`src/rtl/echo_pkg.sv`:
```
// rtl/echo_pkg.sv - shared types and constants for the servo sweep / ranging path
package echo_pkg;

  localparam int DIST_W  = 16;
  localparam int ANGLE_W = 8;

  localparam logic [DIST_W-1:0] DIST_TIMEOUT_CODE = 16'hFFFF;

  typedef enum logic [2:0] {
    IDLE,
    SETTLE,
    MEASURE,
    REPORT,
    STEP
  } state_t;

endpackage

```
`src/rtl/servo_sweep_scheduler_if.sv`:
```
// rtl/servo_sweep_scheduler_if.sv - ranging handshake and sample stream between scheduler and its neighbours
interface servo_sweep_scheduler_if;

  logic                          meas_req;
  logic                          meas_done;
  logic [echo_pkg::DIST_W-1:0]   meas_dist;
  logic                          sample_valid;
  logic [echo_pkg::ANGLE_W-1:0]  sample_angle;
  logic [echo_pkg::DIST_W-1:0]   sample_dist;
  logic                          sample_timeout;

  modport master (
    output meas_req,
    output sample_valid,
    output sample_angle,
    output sample_dist,
    output sample_timeout,
    input  meas_done,
    input  meas_dist
  );

  modport slave (
    input  meas_req,
    input  sample_valid,
    input  sample_angle,
    input  sample_dist,
    input  sample_timeout,
    output meas_done,
    output meas_dist
  );

endinterface

```
`src/rtl/sweep_angle_gen.sv`:
```
// rtl/sweep_angle_gen.sv - angle/direction registers with clamp-and-reverse stepping
module sweep_angle_gen
  import echo_pkg::*;
#(
  parameter int unsigned ANGLE_MIN  = 0,
  parameter int unsigned ANGLE_MAX  = 255,
  parameter int unsigned ANGLE_STEP = 8
) (
  input  logic               clk,
  input  logic               rst_n,
  input  logic               step,
  output logic [ANGLE_W-1:0] angle,
  output logic               sweep_dir
);

  // One extra bit so up/down moves can be clamped before they wrap.
  localparam int EW = ANGLE_W + 1;
  localparam logic [EW-1:0] MIN_E  = EW'(ANGLE_MIN);
  localparam logic [EW-1:0] MAX_E  = EW'(ANGLE_MAX);
  localparam logic [EW-1:0] STEP_E = EW'(ANGLE_STEP);

  logic [EW-1:0]      angle_ext;
  logic [EW-1:0]      up_sum;
  logic [EW-1:0]      up_clamp;
  logic [EW-1:0]      down_clamp;
  logic [ANGLE_W-1:0] next_angle;
  logic               next_dir;

  always_comb begin
    angle_ext  = {1'b0, angle};
    up_sum     = angle_ext + STEP_E;
    up_clamp   = (up_sum > MAX_E) ? MAX_E : up_sum;
    down_clamp = (angle_ext < MIN_E + STEP_E) ? MIN_E : (angle_ext - STEP_E);
    next_angle = angle;
    next_dir   = sweep_dir;
    if (sweep_dir) begin
      if (angle_ext == MAX_E) begin
        next_dir   = 1'b0;
        next_angle = ANGLE_W'(down_clamp);
      end else begin
        next_angle = ANGLE_W'(up_clamp);
      end
    end else begin
      if (angle_ext == MIN_E) begin
        next_dir   = 1'b1;
        next_angle = ANGLE_W'(up_clamp);
      end else begin
        next_angle = ANGLE_W'(down_clamp);
      end
    end
  end

  always_ff @(posedge clk) begin
    if (!rst_n) begin
      angle     <= ANGLE_W'(ANGLE_MIN);
      sweep_dir <= 1'b1;
    end else if (step) begin
      angle     <= next_angle;
      sweep_dir <= next_dir;
    end
  end

endmodule

```
`src/rtl/servo_sweep_scheduler.sv`:
```
// rtl/servo_sweep_scheduler.sv - settle / measure / report sequencer for the servo ranging sweep
module servo_sweep_scheduler
  import echo_pkg::*;
#(
  parameter int unsigned ANGLE_MIN     = 0,
  parameter int unsigned ANGLE_MAX     = 255,
  parameter int unsigned ANGLE_STEP    = 8,
  parameter int unsigned SETTLE_FRAMES = 3,
  parameter int unsigned MEAS_TIMEOUT  = 1_500_000
) (
  input  logic                      clk,
  input  logic                      rst_n,
  input  logic                      enable,
  input  logic                      cycle_done,
  output logic [ANGLE_W-1:0]        angle,
  output logic                      sweep_dir,
  output logic                      busy,
  servo_sweep_scheduler_if.master   rng
);

  localparam int SW = $clog2(SETTLE_FRAMES + 1);
  localparam int TW = $clog2(MEAS_TIMEOUT + 1);
  localparam logic [SW-1:0] SETTLE_LAST  = SW'(SETTLE_FRAMES - 1);
  localparam logic [TW-1:0] TIMEOUT_LAST = TW'(MEAS_TIMEOUT - 1);

  state_t        state;
  logic [SW-1:0] settle_cnt;
  logic [TW-1:0] timeout_cnt;
  logic          step;

  sweep_angle_gen #(
    .ANGLE_MIN (ANGLE_MIN),
    .ANGLE_MAX (ANGLE_MAX),
    .ANGLE_STEP(ANGLE_STEP)
  ) u_angle_gen (
    .clk      (clk),
    .rst_n    (rst_n),
    .step     (step),
    .angle    (angle),
    .sweep_dir(sweep_dir)
  );

  always_ff @(posedge clk) begin
    if (!rst_n) begin
      state              <= IDLE;
      settle_cnt         <= '0;
      timeout_cnt        <= '0;
      step               <= 1'b0;
      busy               <= 1'b0;
      rng.meas_req       <= 1'b0;
      rng.sample_valid   <= 1'b0;
      rng.sample_angle   <= '0;
      rng.sample_dist    <= '0;
      rng.sample_timeout <= 1'b0;
    end else begin
      rng.sample_valid <= 1'b0;
      step             <= 1'b0;
      case (state)
        IDLE: begin
          if (enable) begin
            state      <= SETTLE;
            settle_cnt <= '0;
            busy       <= 1'b1;
          end
        end

        SETTLE: begin
          if (!enable) begin
            state      <= IDLE;
            settle_cnt <= '0;
            busy       <= 1'b0;
          end else if (cycle_done) begin
            if (settle_cnt == SETTLE_LAST) begin
              state        <= MEASURE;
              settle_cnt   <= '0;
              timeout_cnt  <= '0;
              rng.meas_req <= 1'b1;
            end else begin
              settle_cnt <= settle_cnt + 1'b1;
            end
          end
        end

        MEASURE: begin
          timeout_cnt <= timeout_cnt + 1'b1;
          // A result landing on the expiry clock still counts as a real measurement.
          if (rng.meas_done || timeout_cnt == TIMEOUT_LAST) begin
            state              <= REPORT;
            rng.meas_req       <= 1'b0;
            rng.sample_valid   <= 1'b1;
            rng.sample_angle   <= angle;
            rng.sample_dist    <= rng.meas_done ? rng.meas_dist : DIST_TIMEOUT_CODE;
            rng.sample_timeout <= !rng.meas_done;
            step               <= 1'b1;
          end
        end

        REPORT: begin
          state <= STEP;
        end

        STEP: begin
          // Angle already advanced on the REPORT edge; only the exit decision remains.
          if (enable) begin
            state      <= SETTLE;
            settle_cnt <= '0;
          end else begin
            state <= IDLE;
            busy  <= 1'b0;
          end
        end

        default: begin
          state <= IDLE;
          busy  <= 1'b0;
        end
      endcase
    end
  end

endmodule

```
`src/flat_wrapper.sv`:
```
// flat-port wrapper written by rule: the top's interface ports become plain ports
module servo_sweep_scheduler_flat import echo_pkg::*;
#(
  parameter int unsigned ANGLE_MIN     = 0,
  parameter int unsigned ANGLE_MAX     = 255,
  parameter int unsigned ANGLE_STEP    = 8,
  parameter int unsigned SETTLE_FRAMES = 3,
  parameter int unsigned MEAS_TIMEOUT  = 1_500_000
)
  (clk, rst_n, enable, cycle_done, angle, sweep_dir, busy, rng_meas_req, rng_sample_valid, rng_sample_angle, rng_sample_dist, rng_sample_timeout, rng_meas_done, rng_meas_dist);
  servo_sweep_scheduler_if rng_i ();
  input  logic clk;
  input  logic rst_n;
  input  logic enable;
  input  logic cycle_done;
  output logic [ANGLE_W-1:0] angle;
  output logic sweep_dir;
  output logic busy;
  output wire logic [$bits(rng_i.meas_req)-1:0] rng_meas_req;
  output wire logic [$bits(rng_i.sample_valid)-1:0] rng_sample_valid;
  output wire logic [$bits(rng_i.sample_angle)-1:0] rng_sample_angle;
  output wire logic [$bits(rng_i.sample_dist)-1:0] rng_sample_dist;
  output wire logic [$bits(rng_i.sample_timeout)-1:0] rng_sample_timeout;
  input wire logic [$bits(rng_i.meas_done)-1:0] rng_meas_done;
  input wire logic [$bits(rng_i.meas_dist)-1:0] rng_meas_dist;
  assign rng_meas_req = rng_i.meas_req;
  assign rng_sample_valid = rng_i.sample_valid;
  assign rng_sample_angle = rng_i.sample_angle;
  assign rng_sample_dist = rng_i.sample_dist;
  assign rng_sample_timeout = rng_i.sample_timeout;
  assign rng_i.meas_done = rng_meas_done;
  assign rng_i.meas_dist = rng_meas_dist;
  servo_sweep_scheduler #(.ANGLE_MIN(ANGLE_MIN), .ANGLE_MAX(ANGLE_MAX), .ANGLE_STEP(ANGLE_STEP), .SETTLE_FRAMES(SETTLE_FRAMES), .MEAS_TIMEOUT(MEAS_TIMEOUT)) u_core (.clk(clk), .rst_n(rst_n), .enable(enable), .cycle_done(cycle_done), .angle(angle), .sweep_dir(sweep_dir), .busy(busy), .rng(rng_i));
endmodule
```
`config.mk`:
```
export PLATFORM = sky130hd
export DESIGN_NAME = servo_sweep_scheduler_flat
export DESIGN_NICKNAME = d
export VERILOG_FILES = /design/src/rtl/echo_pkg.sv /design/src/rtl/servo_sweep_scheduler_if.sv /design/src/rtl/sweep_angle_gen.sv /design/src/rtl/servo_sweep_scheduler.sv /design/src/flat_wrapper.sv
export SDC_FILE = /design/constraint.sdc
export NUM_CORES = 1
export LEC_CHECK = 0
export ABC_CLOCK_PERIOD_IN_PS = 3000
export BUFFER_PORTS_ARGS = -buffer_cell sky130_fd_sc_hd__buf_2
export CORE_ASPECT_RATIO = 0.5
export CORE_MARGIN = 2
export CORE_UTILIZATION = 45
export DETAILED_ROUTE_END_ITERATION = 8
export GPL_TIMING_DRIVEN = 1
export PLACE_DENSITY = 0.67
export SYNTH_ARGS = -nofsm -noshare
export SYNTH_HDL_FRONTEND = slang
export SYNTH_SLANG_ARGS = --single-unit
```
`constraint.sdc`:
```
create_clock -name clk -period 3 [get_ports clk]
set_input_delay 0.3 -clock clk [delete_from_list [all_inputs] [get_ports clk]]
set_output_delay 0.3 -clock clk [all_outputs]
set_load 0.1 [all_outputs]
```
Word-level counts from Yosys, hierarchy flattened
Index checks and enable logic that the tools add are counted.

operators by class
  add/sub/neg operators = 4
  $lt $le $gt $ge = 2
  equality and inequality tests = 16
  mux-type cells = 34
  bitwise operators = 1
  reductions and logical operators = 16

operators with widths
  operator                 count
  $mux W21                 3
  $pmux W21 S2             1
  $mux W8                  5
  $add A21 B1 Y21 const B  1
  $eq A21 B21 Y1 const B   1
  $mux W16                 1
  $mux W3                  5
  $pmux W3 S5              1
  $mux W1                  11
  $add A8 B4 Y9 const B    1
  $gt A9 B8 Y1 const B     1
  $eq A8 B8 Y1 const B     1
  $logic_not A8 Y1         1
  $lt A8 B4 Y1 const B     1
  $mux W2                  4
  $ne A2 B2 Y1 const B     4
  $reduce_and A4 Y1        2
  $sub A8 B4 Y8 const B    1
  $eq A3 B2 Y1 const B     2
  $ne A2 B1 Y1 const B     3
  $reduce_and A3 Y1        2
  $reduce_or A2 Y1         3
  $reduce_and A5 Y1        1
  $pmux W2 S2              1
  14 further kinds         16

storage, ports and cells
  register bits after elaboration = 63
  bits of input ports = 21

Longest topological paths before layout
  depth in word-level cells = 5
  depth in mapped cells = 7

By module
From an unflattened synthesis, not the netlist that was laid out.

second synthesis, totals
  cell total of the unflattened synthesis = 360
  area, all modules = 3,071.7 µm²

modules (own cells, without submodules)
  module                 instances  cells each  area an instance (µm²)  sequential area each (µm²)
  servo_sweep_scheduler  1          264         2,327.2                 1,081.0
  sweep_angle_gen        1          96          744.5                   180.2

Worst setup path before layout
OpenSTA, ideal clock, no wires.

  path kind = reg2reg
  from = register u_core.u_angle_gen.angle[3]
  to = register u_core.u_angle_gen.angle[4]
  arrival time = 2,437 ps
  setup slack = 476 ps
  cell stages (with the launch flop) = 6
  path buffers = 0
  cells stage by stage = dfxtp_1 inv_1 ha_1 a2111oi_0 a221oi_1 o31ai_1

between the ends
  cells in the longest elaborated chain, start to end = 5
  elaborated cells on any way between the ends = 11
  classes of those cells = 2 x add/sub; 2 x order compare; 1 x eq/ne; 5 x mux; 1 x reduce/logical

RTL lines
  element                            RTL line                                      RTL
  start, declared                    sweep_angle_gen.sv:12                         output logic [ANGLE_W-1:0] angle,
  start signal, assigned             sweep_angle_gen.sv:55                         angle <= ANGLE_W'(ANGLE_MIN);
  start signal, assigned             sweep_angle_gen.sv:58                         angle <= next_angle;
  $add A8 B4 Y9                      sweep_angle_gen.sv:31                         up_sum = angle_ext + STEP_E;
  $gt A9 B8 Y1                       sweep_angle_gen.sv:32                         up_clamp = (up_sum > MAX_E) ? MAX_E : up_sum;
  $mux W8                            sweep_angle_gen.sv:32
  $mux W8, on equally long branches  sweep_angle_gen.sv:44, sweep_angle_gen.sv:37
  $mux W8 *                          sweep_angle_gen.sv:36                         if (sweep_dir) begin

Mark *: on every way between the ends. The rest lies on a longest branch, timed or not.
A chain may end at the register's enable or synchronous reset.

Worst setup path in the final report
  from = register u_core.state[1]
  to = register u_core.rng.sample_dist[8]

between the ends
  cells in the longest elaborated chain, start to end = 2

RTL lines
  element                             RTL line                        RTL
  start, declared                     servo_sweep_scheduler.sv:26     state_t state;
  start signal, assigned              servo_sweep_scheduler.sv:45     state <= IDLE;
  start signal, assigned              servo_sweep_scheduler.sv:61     state <= SETTLE;
  start signal, assigned              servo_sweep_scheduler.sv:69     state <= IDLE;
  $eq A3 B2 Y1                        servo_sweep_scheduler.sv:58     case (state)
  $reduce_and A2 Y1 (no source line)  --
  end signal, assigned                servo_sweep_scheduler.sv:92     rng.sample_dist <= rng.meas_done ? rng.meas_dist : DIST_TIMEOUT_CODE;
  end, declared                       servo_sweep_scheduler_if.sv:16  output sample_dist,

No other way between the ends.

==> impl_results.md <==
- Fin area: around 0.0038 sq mm
- Final setup skew: approximately 4.4 ps
- Power, Total: between 2 and 2.5 mW
- CTS clk-pin slew, worst paths: approximately 50 ps
- Io pins: between 50 and 60
- Hold Fails Final Rpt: 0
- Synth top area share: 41.0%
- Wirelength per Cell: about 15 microns
- Synthesized area per cell: approximately 8.9 sq um
- Cell Area, Synth: 0.00308 sq mm
- Final std cells w/o fill: around 490
- Hold-fix buffers, CTS: 0
- # placed instances: between 400 and 500
- Gr usage total: between 20% and 30%
- Largest net degree at the start of global routing: between 40 and 50
- Post_cts resized: 0
- Core Util, Final: roughly 57%
- Reg2reg end: u_core.rng.sample_dist[8]
- Post CTS Setup Buffer Count: 0
- Max Root-Sink Buffers: 2
- Die X: about 120 microns
- Final setup vio count: 0
- Vias in the first global route: roughly 2600
- Clock latency on the worst-skew pair: 330 ps
- Synth async-reset ratio: 0%
- CTS Buf Count: 9
- Tcrit/Tclk final: around three quarters
- CP Max Fanout: 27
- Synth warnings: 0
- Die area: between 0.007 and 0.008 sq mm
- Slowest library cell on the worst path: o21ai_4
- Top area cells in the synthesized netlist: dfxtp_1 41%, o221a_2 5.9%, nand2_1 5.7%, mux2i_1 5.2%, a21oi_1 3.4%
- Total negative slack: 0 ps
- Crit start category: flip-flop
- First-pass GRT wire length: 12400 microns
- I/O Buffers: 57
- Fill cells: roughly 600
- Seq/Total Area, Yosys: approximately two fifths
- Hold_ws: 254 ps
- Critical setup path kind: reg2reg
- Pre-antenna DRT Iters: 4
- Slew margin rel.: approximately 45%
- Commonest non-fill, non-tap cells in the layout: 63 x dfxtp_1, 57 x buf_2, 47 x nand2_1
- GP Congestion: slightly above 0.8
- Unique masters post-synth: approximately 60
- H-tree levels: 3
- Global route overflow: 0
- Most used flip-flop cell after synthesis: dfxtp_1
- Final max-slew violation count: 0
- Layout cells sized above 1: 25.5%
- Max Clock Freq: ~450 MHz
- Worst Max-Slew Pin Slew: between 800 and 900 ps
- Vias per cell: 5.76
- Worst r2r path cells: 4
- Crit. End Element: flip-flop
- Outcome: finished clean
- Rows: 21
- Max IR drop VDD: roughly 0.28 mV
- CP Cell Sequence: nor3b_2 -> nand3_1 -> o21ai_4 -> o221a_2
- Residual DRC count: 0
- DRT Wirelength: ~7400 microns
- Routed Antenna Nets: 0
- Drt initial violations: 254
- CP arrival: 2510 ps
- Worst setup path startpoint: u_core.state[1]
- Post-Place Cell Area: about 0.0034 sq mm
- Worst reg-to-reg setup slack: 760 ps
- Placement Setup Slack: roughly 800 ps
- Initial antenna violation count: 0
- Commonest non-fill, non-tap cell in the layout: dfxtp_1
- Number of synthesized flops with an enable pin: 0
- Area grow syn2layout: 22.7%
- CTS tree: built
- Post-Synthesis Cells: roughly 340
- P_leak: ~1.5 nW
- Die H: around 62 microns
- Worst setup margin: 755 ps
- Final min period: 2240 ps
- Power per Cell Area: 591 mW/mm^2
- Min-delay worst type: in2reg
- Via count: between 2000 and 3000
- Total Nets Final: 420
- # diodes: 0
- Max incr delay on CP: 690 ps
- Mapped Nets: 369
- Worst reg2reg startpoint: u_core.state[1]
- Area leader, netlist: dfxtp_1
- Root Buffer: clkbuf_16
- Core ar.: about 0.0066 sq mm
- Yosys reg bits: 63
- Detailed-placement wirelength estimate: between 5000 and 6000 microns
- Unrepaired setup endpoints after global routing: no
- Starting Density: between 40 and 50%
- Worst setup path endpoint: u_core.rng.sample_dist[8]
- Required @ worst endpoint: 3270 ps
- # clock sinks: 63
- Max cap viols: 0
critical path: cells and delay by family (launching register included):
family | cells | cell delay [ps]
and+or+nand+nor | 2 | 660
DFF | 1 | 490
AOI/OAI and AO/OA | 2 | 1030
where the power goes:
group | leakage, nW | switching (mW) | internal, mW
Clock | 0.179 | 0.370 | 0.890
Combinational | 0.799 | 0.0821 | 0.0354
Sequential | 0.508 | 0.00852 | 0.844
per-layer routing:
layer | global-route usage [%] | vias up | wire (microns)
li1 | - | 1402 | -
met4 | 5.96 | 0 | 43
met3 | 6.39 | 4 | 273
met2 | 35.0 | 52 | 3740
met1 | 24.4 | 1377 | 3350
met5 | 0 | - | 0
sequential cells by signal, indices dropped and copies added, names as in the netlist, 2 cells and up:
| signal | count |
|---|---|
| u_core.timeout_cnt | 21 |
| u_core.u_angle_gen.angle | 8 |
| u_core.rng.sample_angle | 8 |
| u_core.settle_cnt | 2 |
| u_core.rng.sample_dist | 16 |
| u_core.state | 3 |
Yosys cell counts, types with 2 or more instances:
library cell	count
nand2b_1	7
or4_1	7
and3_1	3
o21ai_0	14
or3_1	5
nor4_1	4
and2_1	2
a21o_1	3
o31ai_1	8
a22oi_1	2
dfxtp_1	63
o41ai_1	3
nor2_1	11
clkbuf_1	14
ha_1	4
buf_2	6
nor3b_1	3
mux2i_1	16
nand4_1	7
nand2_1	47
o22ai_1	4
nor4bb_1	2
nor3_1	5
nand3_1	9
nor2b_1	5
o311ai_0	2
xnor2_1	2
o221a_2	16
a31oi_1	6
inv_1	11
and4_1	4
a21oi_1	21
buf_6	2
area by class of cell:
cell class	instances	area (sq um)	share of cell area (%)
timing repair buffer	63	330	8.76
sequential	63	1260	33.4
clock inverter	7	135	3.58
inverter	11	41.3	1.09
tap	92	115	3.05
clock buffer	9	225	5.97
multi-input combinational	247	1660	44.1
worst min path at each step:
| stage | slack (ps) | endpoint | startpoint | cells after the start |
|---|---|---|---|---|
| after detailed placement | 450 | u_core.rng.sample_angle[0] | u_core.rng.sample_angle[0] | 2 |
| after CTS | 250 | u_core.rng.sample_dist[1] | rng_meas_dist[1] | 2 |
| after global routing | 240 | u_core.rng.sample_dist[1] | rng_meas_dist[1] | 2 |
| after global placement | 440 | u_core.rng.sample_angle[5] | u_core.rng.sample_angle[5] | 2 |
| final | 250 | u_core.rng.sample_dist[1] | rng_meas_dist[1] | 2 |
| after floorplan | 440 | u_core.timeout_cnt[20] | u_core.timeout_cnt[20] | 2 |
logic make-up after synthesis:
kind of cell	after synthesis	share of synthesized area, %
simple gates	130	23.6
compound gates	94	22.8
flops	63	41.0
buf+inv	34	4.88
mux	16	5.21
fa+ha+maj	5	1.95
xor+xnor	2	0.570
Note: power is estimated with default switching activity, not from simulation.
